===== src/rtl/csr_pkg.sv =====
// rtl/csr_pkg.sv - shared encodings and types for the CSR access unit
package csr_pkg;

   localparam int XLEN_DEF   = 64;
   localparam int ADDR_W_DEF = 12;

   localparam logic [2:0] F3_RW  = 3'b001;
   localparam logic [2:0] F3_RS  = 3'b010;
   localparam logic [2:0] F3_RC  = 3'b011;
   localparam logic [2:0] F3_RWI = 3'b101;
   localparam logic [2:0] F3_RSI = 3'b110;
   localparam logic [2:0] F3_RCI = 3'b111;

   localparam logic [1:0] PRIV_U = 2'b00;
   localparam logic [1:0] PRIV_S = 2'b01;
   localparam logic [1:0] PRIV_M = 2'b11;

   typedef enum logic [1:0] {
      CSR_OP_NONE = 2'b00,
      CSR_OP_RW   = 2'b01,
      CSR_OP_RS   = 2'b10,
      CSR_OP_RC   = 2'b11
   } csr_op_t;

   typedef enum logic [1:0] {
      IDLE  = 2'b00,
      READ  = 2'b01,
      WRITE = 2'b10,
      RESP  = 2'b11
   } csr_access_state_t;

   typedef logic [ADDR_W_DEF-1:0] csr_addr_t;

   // Register and immediate forms share an operation; funct3[2] selects the operand source.
   function automatic csr_op_t decode_op(input logic [2:0] funct3);
      case (funct3)
         F3_RW, F3_RWI: decode_op = CSR_OP_RW;
         F3_RS, F3_RSI: decode_op = CSR_OP_RS;
         F3_RC, F3_RCI: decode_op = CSR_OP_RC;
         default:       decode_op = CSR_OP_NONE;
      endcase
   endfunction

endpackage


===== src/rtl/csr_access_unit_if.sv =====
// rtl/csr_access_unit_if.sv - execute request, writeback response and CSR file signals
interface csr_access_unit_if #(
   parameter int XLEN   = 64,
   parameter int ADDR_W = 12
);
   logic              req_valid;
   logic              req_ready;
   logic [2:0]        req_funct3;
   logic [ADDR_W-1:0] req_addr;
   logic [4:0]        req_rs1_idx;
   logic [XLEN-1:0]   req_rs1_val;
   logic [4:0]        req_rd;
   logic [1:0]        req_priv;
   logic              flush;
   logic [ADDR_W-1:0] csr_addr_read;
   logic [XLEN-1:0]   csr_rdata;
   logic [ADDR_W-1:0] csr_addr_write;
   logic [XLEN-1:0]   csr_wdata;
   logic              csr_we;
   logic              resp_valid;
   logic              resp_ready;
   logic [XLEN-1:0]   resp_data;
   logic [4:0]        resp_rd;
   logic              resp_illegal;

   modport master (
      output req_valid, req_funct3, req_addr, req_rs1_idx, req_rs1_val, req_rd, req_priv,
      output flush, csr_rdata, resp_ready,
      input  req_ready, csr_addr_read, csr_addr_write, csr_wdata, csr_we,
      input  resp_valid, resp_data, resp_rd, resp_illegal
   );

   modport slave (
      input  req_valid, req_funct3, req_addr, req_rs1_idx, req_rs1_val, req_rd, req_priv,
      input  flush, csr_rdata, resp_ready,
      output req_ready, csr_addr_read, csr_addr_write, csr_wdata, csr_we,
      output resp_valid, resp_data, resp_rd, resp_illegal
   );
endinterface


===== src/rtl/csr_op_alu.sv =====
// rtl/csr_op_alu.sv - new CSR value and write-intent for RW/RS/RC operations
module csr_op_alu
   import csr_pkg::*;
#(
   parameter int XLEN = 64
) (
   input  csr_op_t         op,
   input  logic [XLEN-1:0] old_val,
   input  logic [XLEN-1:0] operand,
   input  logic [4:0]      src_idx,
   output logic [XLEN-1:0] new_val,
   output logic            write_intended
);

   // Set/clear with x0 or zimm=0 are pure reads, even if the register value is nonzero.
   always_comb begin
      new_val        = old_val;
      write_intended = 1'b0;
      case (op)
         CSR_OP_RW: begin
            new_val        = operand;
            write_intended = 1'b1;
         end
         CSR_OP_RS: begin
            new_val        = old_val | operand;
            write_intended = |src_idx;
         end
         CSR_OP_RC: begin
            new_val        = old_val & ~operand;
            write_intended = |src_idx;
         end
         default: begin
            new_val        = old_val;
            write_intended = 1'b0;
         end
      endcase
   end

endmodule


===== src/rtl/csr_access_unit.sv =====
// rtl/csr_access_unit.sv - CSR instruction sequencer between execute and the CSR register file
// Defining CSR_ACCESS_PERF_EN adds the csr_op_count retired-operation counter.
module csr_access_unit
   import csr_pkg::*;
#(
   parameter int XLEN   = XLEN_DEF,
   parameter int ADDR_W = ADDR_W_DEF
) (
   input  logic clk,
   input  logic reset,
   csr_access_unit_if.slave bus
`ifdef CSR_ACCESS_PERF_EN
   ,
   output logic [63:0] csr_op_count
`endif
);

   csr_access_state_t state;
   csr_op_t           lat_op;
   logic [ADDR_W-1:0] lat_addr;
   logic [XLEN-1:0]   lat_operand;
   logic [4:0]        lat_src_idx;
   logic [4:0]        lat_rd;
   logic [1:0]        lat_priv;
   logic [XLEN-1:0]   old_q;
   logic              illegal_q;

   logic [XLEN-1:0]   alu_new;
   logic              alu_write;
   logic              rd_illegal;

   // The ALU sees the live read data so the write can be registered at the end of READ.
   csr_op_alu #(.XLEN(XLEN)) u_alu (
      .op             (lat_op),
      .old_val        (bus.csr_rdata),
      .operand        (lat_operand),
      .src_idx        (lat_src_idx),
      .new_val        (alu_new),
      .write_intended (alu_write)
   );

   always_comb begin
      rd_illegal = 1'b0;
      if (lat_addr[9:8] > lat_priv)
         rd_illegal = 1'b1;
      if ((lat_addr[11:10] == 2'b11) && alu_write)
         rd_illegal = 1'b1;
      if (lat_op == CSR_OP_NONE)
         rd_illegal = 1'b1;
   end

   assign bus.req_ready = (state == IDLE) && !reset;

   always_ff @(posedge clk) begin
      if (reset) begin
         state              <= IDLE;
         lat_op             <= CSR_OP_NONE;
         lat_addr           <= '0;
         lat_operand        <= '0;
         lat_src_idx        <= '0;
         lat_rd             <= '0;
         lat_priv           <= '0;
         old_q              <= '0;
         illegal_q          <= 1'b0;
         bus.csr_addr_read  <= '0;
         bus.csr_addr_write <= '0;
         bus.csr_wdata      <= '0;
         bus.csr_we         <= 1'b0;
         bus.resp_valid     <= 1'b0;
         bus.resp_data      <= '0;
         bus.resp_rd        <= '0;
         bus.resp_illegal   <= 1'b0;
      end else begin
         bus.csr_we         <= 1'b0;
         bus.csr_addr_write <= '0;
         bus.csr_wdata      <= '0;
         case (state)
            IDLE: begin
               if (bus.req_valid && !bus.flush) begin
                  lat_op            <= decode_op(bus.req_funct3);
                  lat_addr          <= bus.req_addr;
                  lat_operand       <= bus.req_funct3[2] ? {{(XLEN-5){1'b0}}, bus.req_rs1_idx}
                                                         : bus.req_rs1_val;
                  lat_src_idx       <= bus.req_rs1_idx;
                  lat_rd            <= bus.req_rd;
                  lat_priv          <= bus.req_priv;
                  bus.csr_addr_read <= bus.req_addr;
                  state             <= READ;
               end
            end
            READ: begin
               bus.csr_addr_read <= '0;
               if (bus.flush) begin
                  state <= IDLE;
               end else begin
                  old_q     <= bus.csr_rdata;
                  illegal_q <= rd_illegal;
                  if (alu_write && !rd_illegal) begin
                     bus.csr_we         <= 1'b1;
                     bus.csr_addr_write <= lat_addr;
                     bus.csr_wdata      <= alu_new;
                  end
                  state <= WRITE;
               end
            end
            WRITE: begin
               bus.resp_valid   <= 1'b1;
               bus.resp_data    <= illegal_q ? '0 : old_q;
               bus.resp_rd      <= lat_rd;
               bus.resp_illegal <= illegal_q;
               state            <= RESP;
            end
            RESP: begin
               // A flush discards the response even if writeback is ready in the same cycle.
               if (bus.flush || bus.resp_ready) begin
                  bus.resp_valid   <= 1'b0;
                  bus.resp_data    <= '0;
                  bus.resp_rd      <= '0;
                  bus.resp_illegal <= 1'b0;
                  state            <= IDLE;
               end
            end
            default: state <= IDLE;
         endcase
      end
   end

`ifdef CSR_ACCESS_PERF_EN
   always_ff @(posedge clk) begin
      if (reset)
         csr_op_count <= '0;
      else if ((state == RESP) && bus.resp_ready && !bus.flush && !bus.resp_illegal)
         csr_op_count <= csr_op_count + 64'd1;
   end
`endif

endmodule


===== src/flat_wrapper.sv =====
// flat-port wrapper written by rule: the top's interface ports become plain ports
module csr_access_unit_flat import csr_pkg::*;
#(
   parameter int XLEN   = XLEN_DEF,
   parameter int ADDR_W = ADDR_W_DEF
)
  (clk, reset, bus_req_valid, bus_req_funct3, bus_req_addr, bus_req_rs1_idx, bus_req_rs1_val, bus_req_rd, bus_req_priv, bus_flush, bus_csr_rdata, bus_resp_ready, bus_req_ready, bus_csr_addr_read, bus_csr_addr_write, bus_csr_wdata, bus_csr_we, bus_resp_valid, bus_resp_data, bus_resp_rd, bus_resp_illegal);
  csr_access_unit_if #(.XLEN(XLEN), .ADDR_W(ADDR_W)) bus_i ();
  input  logic clk;
  input  logic reset;
  input wire logic [$bits(bus_i.req_valid)-1:0] bus_req_valid;
  input wire logic [$bits(bus_i.req_funct3)-1:0] bus_req_funct3;
  input wire logic [$bits(bus_i.req_addr)-1:0] bus_req_addr;
  input wire logic [$bits(bus_i.req_rs1_idx)-1:0] bus_req_rs1_idx;
  input wire logic [$bits(bus_i.req_rs1_val)-1:0] bus_req_rs1_val;
  input wire logic [$bits(bus_i.req_rd)-1:0] bus_req_rd;
  input wire logic [$bits(bus_i.req_priv)-1:0] bus_req_priv;
  input wire logic [$bits(bus_i.flush)-1:0] bus_flush;
  input wire logic [$bits(bus_i.csr_rdata)-1:0] bus_csr_rdata;
  input wire logic [$bits(bus_i.resp_ready)-1:0] bus_resp_ready;
  output wire logic [$bits(bus_i.req_ready)-1:0] bus_req_ready;
  output wire logic [$bits(bus_i.csr_addr_read)-1:0] bus_csr_addr_read;
  output wire logic [$bits(bus_i.csr_addr_write)-1:0] bus_csr_addr_write;
  output wire logic [$bits(bus_i.csr_wdata)-1:0] bus_csr_wdata;
  output wire logic [$bits(bus_i.csr_we)-1:0] bus_csr_we;
  output wire logic [$bits(bus_i.resp_valid)-1:0] bus_resp_valid;
  output wire logic [$bits(bus_i.resp_data)-1:0] bus_resp_data;
  output wire logic [$bits(bus_i.resp_rd)-1:0] bus_resp_rd;
  output wire logic [$bits(bus_i.resp_illegal)-1:0] bus_resp_illegal;
  assign bus_i.req_valid = bus_req_valid;
  assign bus_i.req_funct3 = bus_req_funct3;
  assign bus_i.req_addr = bus_req_addr;
  assign bus_i.req_rs1_idx = bus_req_rs1_idx;
  assign bus_i.req_rs1_val = bus_req_rs1_val;
  assign bus_i.req_rd = bus_req_rd;
  assign bus_i.req_priv = bus_req_priv;
  assign bus_i.flush = bus_flush;
  assign bus_i.csr_rdata = bus_csr_rdata;
  assign bus_i.resp_ready = bus_resp_ready;
  assign bus_req_ready = bus_i.req_ready;
  assign bus_csr_addr_read = bus_i.csr_addr_read;
  assign bus_csr_addr_write = bus_i.csr_addr_write;
  assign bus_csr_wdata = bus_i.csr_wdata;
  assign bus_csr_we = bus_i.csr_we;
  assign bus_resp_valid = bus_i.resp_valid;
  assign bus_resp_data = bus_i.resp_data;
  assign bus_resp_rd = bus_i.resp_rd;
  assign bus_resp_illegal = bus_i.resp_illegal;
  csr_access_unit #(.XLEN(XLEN), .ADDR_W(ADDR_W)) u_core (.clk(clk), .reset(reset), .bus(bus_i));
endmodule

===== config.mk =====
export PLATFORM = sky130hd
export DESIGN_NAME = csr_access_unit_flat
export DESIGN_NICKNAME = d
export VERILOG_FILES = /design/src/rtl/csr_pkg.sv /design/src/rtl/csr_access_unit_if.sv /design/src/rtl/csr_op_alu.sv /design/src/rtl/csr_access_unit.sv /design/src/flat_wrapper.sv
export SDC_FILE = /design/constraint.sdc
export NUM_CORES = 1
export LEC_CHECK = 0
export CORE_MARGIN = 4
export CORE_UTILIZATION = 53
export CTS_CLUSTER_SIZE = 28
export DETAILED_ROUTE_END_ITERATION = 7
export PLACE_DENSITY = 0.92
export SETUP_SLACK_MARGIN = 0.3
export SKIP_LAST_GASP = 1
export SLEW_MARGIN = 20
export SYNTH_ARGS = -nofsm -noshare
export SYNTH_HDL_FRONTEND = slang
export SYNTH_HIERARCHICAL = 1
export SYNTH_SLANG_ARGS = --single-unit
export TNS_END_PERCENT = 5

===== constraint.sdc =====
create_clock -name clk -period 3 [get_ports clk]
set_input_delay 0.3 -clock clk [delete_from_list [all_inputs] [get_ports clk]]
set_output_delay 0.3 -clock clk [all_outputs]
set_load 0.005 [all_outputs]

After elaboration in Yosys (flattened, before gate mapping)
Index checks and enable logic that the tools add are counted.
Widths: inputs -> output; s select.
Operators by class
  magnitude comparators: 1
  equal/unequal tests: 15
  muxes and demuxes: 22
  bitwise gates (word level): 6
  reduce and logical (&&, ||, !) cells: 24
Operators with widths (count)
  $mux 64: 3
  $pmux 64 s3: 1
  $pmux 64 s2: 1
  $and 64x64->64: 1
  $not 64->64: 1
  $or 64x64->64: 1
  $pmux 12 s2: 1
  $mux 12: 1
  $eq 2x2->1 const B: 5
  $pmux 5 s2: 1
  $reduce_and 2->1: 5
  $eq 3x3->1 const B: 3
  $pmux 2 s4: 1
  $reduce_or 2->1: 4
  $eq 3x2->1 const B: 2
  $mux 2: 3
  $pmux 1 s2: 3
  $pmux 2 s3: 1
  $mux 1: 5
  $mux 5: 1
  $reduce_or 5->1: 1
  $eq 2x1->1 const B: 2
  $logic_and 1x1->1: 4
  $logic_not 2->1: 2
  10 further kinds: 15
Word-level totals
  flip-flop bits (word level): 317
  input bits: 160
  output and inout bits: 161
  logic and storage cells: 85

Depth between registers and ports, before layout
Gate-level depths: netlist (run 1).
  word-level depth: 10
  mapped depth: 10
  gate-level depth less buffers: 6

Hierarchy
The synthesis (run 1) kept the hierarchy.
Modules (own cells, without submodules)
  csr_access_unit: instances 1, cells each 1147, area each 10537.6 um^2, seq. area each 6346.1 um^2
  csr_op_alu: instances 1, cells each 288, area each 2094.5 um^2, seq. area each 0.0 um^2

Least setup slack after synthesis (run 1)
OpenSTA, ideal clock, no wires.
  path type: reg2reg
  from: register u_core.lat_op[0]
  to: register u_core.bus.csr_addr_write[0]
  setup time: 0.115 ns
  arrival: 1.689 ns
  slack: 1.196 ns
  cell stages (with the launch flop): 11
  clock period less this slack: 1.804 ns
  path through: dfxtp_1 -> buf_4 -> buf_2 -> nor2_1 -> a31oi_1 -> nand3_1 -> o21ai_0 -> nor3_2 -> buf_4 -> buf_6 -> and2_1
Between the ends
  word-level cells in the longest chain between the ends: 10
  elaborated cells on any way between the ends: 13
  classes of those cells: 3 x eq/ne; 3 x mux; 1 x bitwise; 6 x reduce/logical
RTL lines
  from (decl): line csr_access_unit.sv:19  | csr_op_t lat_op;
  from (signal assigned): line csr_access_unit.sv:80  | lat_op <= decode_op(bus.req_funct3);
  $eq 2x2->1: line csr_op_alu.sv:19  | case (op)
  $reduce_or 2->1 (no source line)
  $pmux 1 s2 *: line csr_op_alu.sv:19
  named net u_core.alu_write: line csr_access_unit.sv:29  | logic alu_write;
  $logic_and 1x1->1: line csr_access_unit.sv:46  | if ((lat_addr[11:10] == 2'b11) && alu_write)
  $mux 1: line csr_access_unit.sv:46
  $mux 1: line csr_access_unit.sv:48  | if (lat_op == CSR_OP_NONE)
  $logic_not 1->1: line csr_access_unit.sv:98  | if (alu_write && !rd_illegal) begin
  $logic_and 1x1->1 *: line csr_access_unit.sv:98
  $not 1->1 (no source line) *
  $reduce_or 4->1 (no source line) *
  to (signal assigned): line csr_access_unit.sv:100  | bus.csr_addr_write <= lat_addr;
  to (decl): line csr_access_unit_if.sv:36  | output req_ready, csr_addr_read, csr_addr_write, csr_wdata, csr_we,
The timed path passes the listed nets; every way through them passes the cells marked *.
A chain may end at the register's enable or synchronous reset.

Worst setup path after layout (run 1)
  from: register u_core.lat_src_idx[0]
  to: register u_core.bus.csr_wdata[8]
Between the ends
  word-level cells in the longest chain between the ends: 9
RTL lines
  from (decl): line csr_access_unit.sv:22  | logic [4:0] lat_src_idx;
  from (signal assigned): line csr_access_unit.sv:84  | lat_src_idx <= bus.req_rs1_idx;
  $reduce_or 5->1 *: line csr_op_alu.sv:26, csr_op_alu.sv:30
  $pmux 1 s2 *: line csr_op_alu.sv:19
  named net u_core.alu_write: line csr_access_unit.sv:29
  $logic_and 1x1->1: line csr_access_unit.sv:46
  $mux 1: line csr_access_unit.sv:46
  $mux 1: line csr_access_unit.sv:48
  $logic_not 1->1: line csr_access_unit.sv:98
  $logic_and 1x1->1 *: line csr_access_unit.sv:98
  $not 1->1 (no source line) *
  $reduce_or 4->1 (no source line) *
  to (signal assigned): line csr_access_unit.sv:101  | bus.csr_wdata <= alu_new;
  to (decl): line csr_access_unit_if.sv:36
Marked as above.

==> summary.md, run 1 <==
| Metric | Value |
|---|---|
| Status | finished clean |
| Worst setup EP type | flip-flop |
| Fmax | 440 MHz |
| Final nets | 1847 |
| Crit path DAT | 2.70 ns |
| Crit Path Class | reg2reg |
| Post-CTS Setup Bufs | 0 |
| Clk slew on worst S/H paths | around 0.060 ns |
| Cell Area, Placed | 0.0158 mm² |
| IO Port Bufs | 320 |
| Maximum clock path buffer count | 3 |
| Pins over their slew limit | 0 |
| RSZ-0062 raised after global routing | no |
| Post-Synthesis Cells | around 1400 |
| Layout cell share with drive strength beyond 1 | 7.08% |
| Vias per cell | 5.54 |
| Final setup viols | 0 |
| Cts hold-fix bufs | 0 |
| Synthesized area | 0.0126 mm² |
| Final HPWL from detailed placement | about 23000 µm |
| Yosys warns | 6 |
| Synth unique cells | 34 |
| Leakage power | 5.95 nW |
| Die Height | 162 µm |
| Area growth from synthesis to layout | 34.2% |
| Post-CTS Resized | 0 |
| Skew-Pair Late Insertion Delay | 0.50 ns |
| Element type at the critical path start | flip-flop |
| Power per Cell Area | 568 mW/mm² |
| Worst endpoint required time | 3.43 ns |
| Clk_skew | 0.0138 ns |
| Initial antenna violation count | 4 |
| Design area | about 0.017 mm² |
| DR WL/cell | roughly 18 µm |
| Final cycle utilization of the critical path | 75.8% |
| Die footprint | around 0.026 mm² |
| Die X-Extent | roughly 160 µm |
| Via count | 11257 |
| Rel. slew slack | between 30% and 40% |
| DRC | 0 |
| Sequential fraction of the synthesis area | ~50% |
| Area of the core | about 0.023 mm² |
| Row count | 56 |
| Routability cong. | about 0.86 |
| Total of flip-flops plus latches after synthesis | 317 |
| Maximum fanout along the worst path | 59 |
| First-pass GRT wire length | roughly 58000 µm |
| Syn nets | 1597 |
| Hold WC Path Type | in2reg |
| Maxcap violations | 0 |
| Layout Utilization | 72.2% |
| Num ports | 321 |
| Syn Area/Cell | 8.80 µm² |
| DR pass1 iterations | 6 |
| Iter 0 DRT Violations | 1012 |
| CTS tree | done |
| Clk root buf | clkbuf_16 |
| Worst VDD drop | between 0.0005 and 0.0006 V |
| TNS Setup | 0 ns |
| Final worst path period need | 2.27 ns |
| Initial core utilization | 53.8% |
| Fillers | 1607 |
| Final ANT Viol Nets | 0 |
| H-tree depth | 2 |
| Num CTS Buffers | 34 |
| Slew @ Worst Pin | 1.01 ns |
| GRT Overall Usage | 26.7% |
| # clock sinks | 317 |
| Vias in the first global route | approximately 11000 |
| Total congestion overflow | 0 |
| WL final | 36900 µm |
| Final Hold Viols | 0 |
| Largest net degree at the start of global routing | slightly below 200 |
state kept, by name (all words and copies together), names as in the netlist, 5 cells and up, named ones only:
name and cells:
u_core/bus.csr_wdata 64, u_core/bus.csr_addr_write 12, u_core/lat_rd 5, u_core/bus.resp_rd 5
u_core/old_q 64, u_core/lat_operand 64, u_core/bus.resp_data 64, u_core/lat_src_idx 5
u_core/lat_addr 12, u_core/bus.csr_addr_read 12
critical path, cell delays in order, from the launching register on:
cell     delay [ns]
dfxtp_1        0.31
nor4_1         0.37
a31oi_1        0.16
nand3_1        0.10
o21ai_0        0.20
nor3_4         0.25
buf_4          0.52
and2_1         0.24
cells in the final DEF, fill, tap and decap left out, types with 3 or more instances in the layout:
cell and n:
clkinv_2 5, clkbuf_8 6, xnor2_1 64, buf_12 4, diode_2 3, bufinv_16 4
nor3_1 3, a211oi_1 6, a22oi_2 42, clkbuf_16 36, nand2_1 251, o21ai_1 22
clkbuf_1 8, and2_1 75, a21oi_1 163, dfxtp_1 315, nor2b_1 3, inv_1 67
nor2_1 81, a22oi_1 92, buf_4 12, o21ai_0 45, mux2i_1 5, nand3b_1 60
clkdlybuf4s50_1 318
synthesized netlist by cell type:
master	n	area [µm²]
dfxtp_1	317	6350
nand2_1	252	946
a21oi_1	163	816
a22oi_1	92	691
nor2_1	81	304
and2_1	75	469
inv_1	67	251
xnor2_1	64	561
nand3b_1	60	450
clkbuf_1	59	221
o21ai_0	45	225
a22oi_2	42	526
buf_2	34	170
o21ai_1	23	115
buf_1	11	41.3
a211oi_1	6	45.0
buf_12	6	120
buf_6	6	67.6
mux2i_1	5	50.1
nor2b_1	4	25.0
buf_4	3	22.5
nor3_1	3	15.0
buf_8	2	30.0
ha_1	2	25.0
nand2b_1	2	12.5
nor3_2	2	20.0
nor4_1	2	12.5
a21o_1	1	7.51
a2bb2oi_1	1	8.76
a31oi_1	1	6.26
nand3_1	1	5.00
nor3b_2	1	12.5
o21bai_1	1	7.51
or2_2	1	6.26
power breakdown:
group / internal (mW) / switching (mW) / leakage [nW]
combinational: 0.427 / 0.486 / 2.81
sequential: 4.30 / 0.0680 / 2.56
clock: 2.69 / 1.66 / 0.577
routing by layer:
metal	global-route usage (%)	routed length [µm]	vias to the layer above
met1	31.1	13800	5306
met5	0	13	-
met2	46.1	18500	555
met4	14.0	1700	2
li1	-	-	5284
met3	6.02	2890	110
metrics by stage:
step           instances  hold WS (ns)  worst slack, ns  total power, mW
2_1_floorplan       1435         0.430             1.20             4.97
3_3_place_gp        1968         0.434            0.705             5.32
3_5_place_dp        1968         0.439            0.564             5.35
4_1_cts             2029         0.167            0.780             9.68
5_1_grt             2032         0.192            0.665             9.95
6_report            2032         0.185            0.727             9.63
worst paths after layout:
path / startpoint / end / slack (ns) / cells after the start
min reg2reg: u_core/lat_addr[3] / u_core/bus.csr_addr_write[3] / 0.45 / 1
max: u_core/lat_src_idx[0] / u_core/bus.csr_wdata[8] / 0.73 / 7
min: reset / u_core/state[0] / 0.19 / 2
max reg2reg: u_core/lat_src_idx[0] / u_core/bus.csr_wdata[8] / 0.73 / 7
logic make-up after synthesis:
kind of cell	share of synthesized area, %
compound gates	19.4
flops	50.2
simple gates	18.0
buf+inv	7.32
fa+ha+maj	0.198
xor+xnor	4.44
mux	0.396
final cells by class:
class                   instances  area (µm²)  share of cell area [%]
flip-flops and latches        317        6350                    37.5
multi-input cells             930        5410                    31.9
repair buffers                335        3360                    19.8
clock buffers                  50        1010                    5.98
well taps                     319         399                    2.35
inverters                      67         251                    1.48
clock inverters                11         161                   0.952
diodes                          3        7.51                  0.0443
(Power assumes the default switching activity.)
==> run 2: changes to the inputs <==
--- a/config.mk
+++ b/config.mk
@@ -6,10 +6,10 @@
 export NUM_CORES = 1
 export LEC_CHECK = 0
 export CORE_MARGIN = 4
-export CORE_UTILIZATION = 53
+export CORE_UTILIZATION = 49
 export CTS_CLUSTER_SIZE = 28
 export DETAILED_ROUTE_END_ITERATION = 7
-export PLACE_DENSITY = 0.92
+export PLACE_DENSITY = 0.86
 export SETUP_SLACK_MARGIN = 0.3
 export SKIP_LAST_GASP = 1
 export SLEW_MARGIN = 20
==> constraint.sdc (replaced) <==
create_clock -name clk -period 2.4 [get_ports clk]
set_input_delay 0.24 -clock clk [delete_from_list [all_inputs] [get_ports clk]]
set_output_delay 0.24 -clock clk [all_outputs]
set_load 0.005 [all_outputs]
==> run 2 against run 1 <==
  * First-iteration DRC count down 23%
  * Critical endpoint is now bus_req_ready
  * Power up 24%
  * Critical path type is now reg2out
  * Register-to-register slack lost 0.27 ns
  * Via count down 1.4%
  * Sequential share of layout area down 0.22 points
  * Final cell count rose by 0.59%
==> summary.md, run 2 (same netlist as run 1, synthesis figures left out) <==
| Metric | Value |
|---|---|
| Initial antenna violation count | 4 (unchanged) |
| Worst-path cell chain | nor3_1 -> clkdlybuf4s50_1 (was nor4_1 -> a31oi_1 -> nand3_1 -> o21ai_0 -> nor3_4 -> buf_4 -> and2_1) |
| Maxcap violations | 0 (unchanged) |
| CTS tree | done (unchanged) |
| Element type at the critical path start | flip-flop (unchanged) |
| Area of the core | 0.0253 mm² (was 0.0235 mm²) |
| Maximum fanout along the worst path | 11 (was 59) |
| IO Port Bufs | 320 (unchanged) |
| Die footprint | 0.0284 mm² (was 0.0264 mm²) |
| Non-Filler Instances | 2044 (was 2032) |
| Status | finished clean (unchanged) |
| Min-delay src | bus_req_funct3[0] (was reset) |
| Most common cell after layout, fill and taps aside | clkdlybuf4s50_1 (unchanged) |
| WL final | 36400 µm (was 36900 µm) |
| Leakage power | 5.99 nW (was 5.95 nW) |
| DRC | 0 (unchanged) |
| Crit Path Class | reg2out (was reg2reg) |
| Initial core utilization | 50.0% (was 53.8%) |
| Worst endpoint required time | 2.16 ns (was 3.43 ns) |
| Clk_skew | 0.0110 ns (was 0.0138 ns) |
| Final HPWL from detailed placement | 23000 µm (was 23400 µm) |
| Fillers | 1890 (was 1607) |
| Crit-path slowest cell | clkdlybuf4s50_1 (was buf_4) |
| Die Height | 169 µm (was 162 µm) |
| Worst VDD drop | 0.000576 V (was 0.000529 V) |
| RSZ-0062 raised after global routing | yes (was no) |
| Iter 0 DRT Violations | 782 (was 1012) |
| Pins over their slew limit | 0 (unchanged) |
| R2r startpoint | u_core/state[0] (was u_core/lat_src_idx[0]) |
| Final setup viols | 0 (unchanged) |
| Area growth from synthesis to layout | 35.0% (was 34.2%) |
| DR WL/cell | 17.8 µm (was 18.2 µm) |
| Crit path DAT | 1.75 ns (was 2.70 ns) |
| Via count | 11105 (was 11257) |
| Post-CTS Setup Bufs | 0 (unchanged) |
| Rel. slew slack | 35.6% (was 32.6%) |
| Crit-path max cell delay | 0.57 ns (was 0.52 ns) |
| Final nets | 1851 (was 1847) |
| DR pass1 iterations | 5 (was 6) |
| Skew-Pair Late Insertion Delay | 0.50 ns (about the same) |
| Crit-path leading delay family | buffers and inverters (was simple AND/OR/NAND/NOR gates) |
| Num ports | 321 (unchanged) |
| Layout cell share with drive strength beyond 1 | 7.54% (was 7.08%) |
| Clk slew on worst S/H paths | 0.06 ns (about the same) |
| Hold depth | 3 (was 2) |
| Crit path depth | 2 (was 7) |
| GRT Overall Usage | 24.1% (was 26.7%) |
| TNS Setup | 0 ns (unchanged) |
| Vias per cell | 5.43 (was 5.54) |
| First-pass GRT wire length | 56300 µm (was 57700 µm) |
| Clk root buf | clkbuf_16 (unchanged) |
| Power per Cell Area | 703 mW/mm² (was 568 mW/mm²) |
| Num CTS Buffers | 35 (was 34) |
| Reg area | 0.00635 mm² (unchanged) |
| Inst Count DP | 1980 (was 1968) |
| CP bufs+invs | 1 (unchanged) |
| Slew @ Worst Pin | 0.964 ns (was 1.01 ns) |
| Worst setup EP type | output port (was flip-flop) |
| Area of the multi-input gates | 0.00541 mm² (about the same) |
| Commonest cells after routing, fill and taps aside | clkdlybuf4s50_1 (318), dfxtp_1 (315), nand2_1 (251), a21oi_1 (163), a22oi_1 (92) (unchanged) |
| Final worst path period need | 1.99 ns |
| Vias in the first global route | 10714 (was 11155) |
| Largest net degree at the start of global routing | 166 (was 198) |
| FF-to-FF path depth | 5 (was 7) |
| # clock sinks | 317 (unchanged) |
| Row count | 58 (was 56) |
| Routability cong. | 0.814 (was 0.862) |
| Die X-Extent | 169 µm (was 162 µm) |
| H-tree depth | 2 (unchanged) |
| Hold WC Path Type | in2reg (unchanged) |
| Maximum clock path buffer count | 3 (unchanged) |
| Final ANT Viol Nets | 0 (unchanged) |
| Final cycle utilization of the critical path | 83.1% |
| Final Hold Viols | 0 (unchanged) |
| Fmax | 501 MHz |
| Total congestion overflow | 0 (unchanged) |
run 2: changes by cell type in the layout (fill, tap and decap cells not counted), sizes merged:
| cell | previous run | this run |
|---|---|---|
| buf | 17 | 18 |
| bufinv | 4 | 2 |
| clkbuf | 50 | 47 |
| clkinv | 5 | 9 |
| diode | 3 | 2 |
| dlygate4sd3 | 0 | 1 |
| inv | 68 | 69 |
run 2: final cells by class:
class | count | share of cell area, %
antenna | 2 | 0.0293
clock buffer | 46 | 6.10
clock inverter | 14 | 0.763
inverter | 67 | 1.47
multi-input combinational | 930 | 31.7
sequential | 317 | 37.3
tap | 330 | 2.42
timing repair buffer | 338 | 20.2
run 2: worst paths after layout:
| path | endpoint | slack, ns |
|---|---|---|
| max | bus_req_ready | 0.41 |
| min | u_core/lat_op[0] | 0.29 |
| max reg2reg | u_core/bus.csr_wdata[44] | 0.46 |
| min reg2reg | u_core/lat_addr[6] | 0.45 |
run 2: worst min-delay path, cell delays in order:
cell and delay, ns:
clkdlybuf4s50_1 0.40, nand2_1 0.05, a21oi_1 0.05
run 2: report_power, final:
group / switching, mW / internal (mW)
Clock: 2.11 / 3.27
Sequential: 0.0837 / 5.38
Combinational: 0.603 / 0.544
Total: 2.79 / 9.19
run 2: through the flow:
stage / setup WS (ns) / hold slack (ns) / instance area, µm² / total power [mW] / util (%)
after floorplan: 0.596 / 0.376 / 12600 / 6.22 / -
after global placement: 0.318 / 0.434 / 15800 / 6.68 / 62.7
after detailed placement: 0.251 / 0.442 / 15800 / 6.71 / 62.7
after CTS: 0.382 / 0.265 / 17000 / 12.1 / 67.4
after global routing: 0.287 / 0.282 / 17100 / 12.4 / 67.5
final: 0.405 / 0.291 / 17100 / 12.0 / 67.5
run 2: timing repair:
action	CTS	global route
hold buffers	1	0
endpoints found under the hold margin	3	0
gates resized for setup	0	4
setup endpoints to repair	0	76
run 2: per-layer routing:
| layer | GRT usage (%) | part of all wire (%) | routed length (µm) | up-vias |
|---|---|---|---|---|
| met3 | 5.30 | 7.6 | 2760 | 90 |
| met4 | 9.46 | 3.9 | 1420 | 2 |
| met2 | 41.3 | 49 | 17800 | 453 |
| met1 | 29.6 | 40 | 14400 | 5270 |
| met5 | 0 | 0.036 | 13 | - |
| li1 | - | - | - | 5290 |
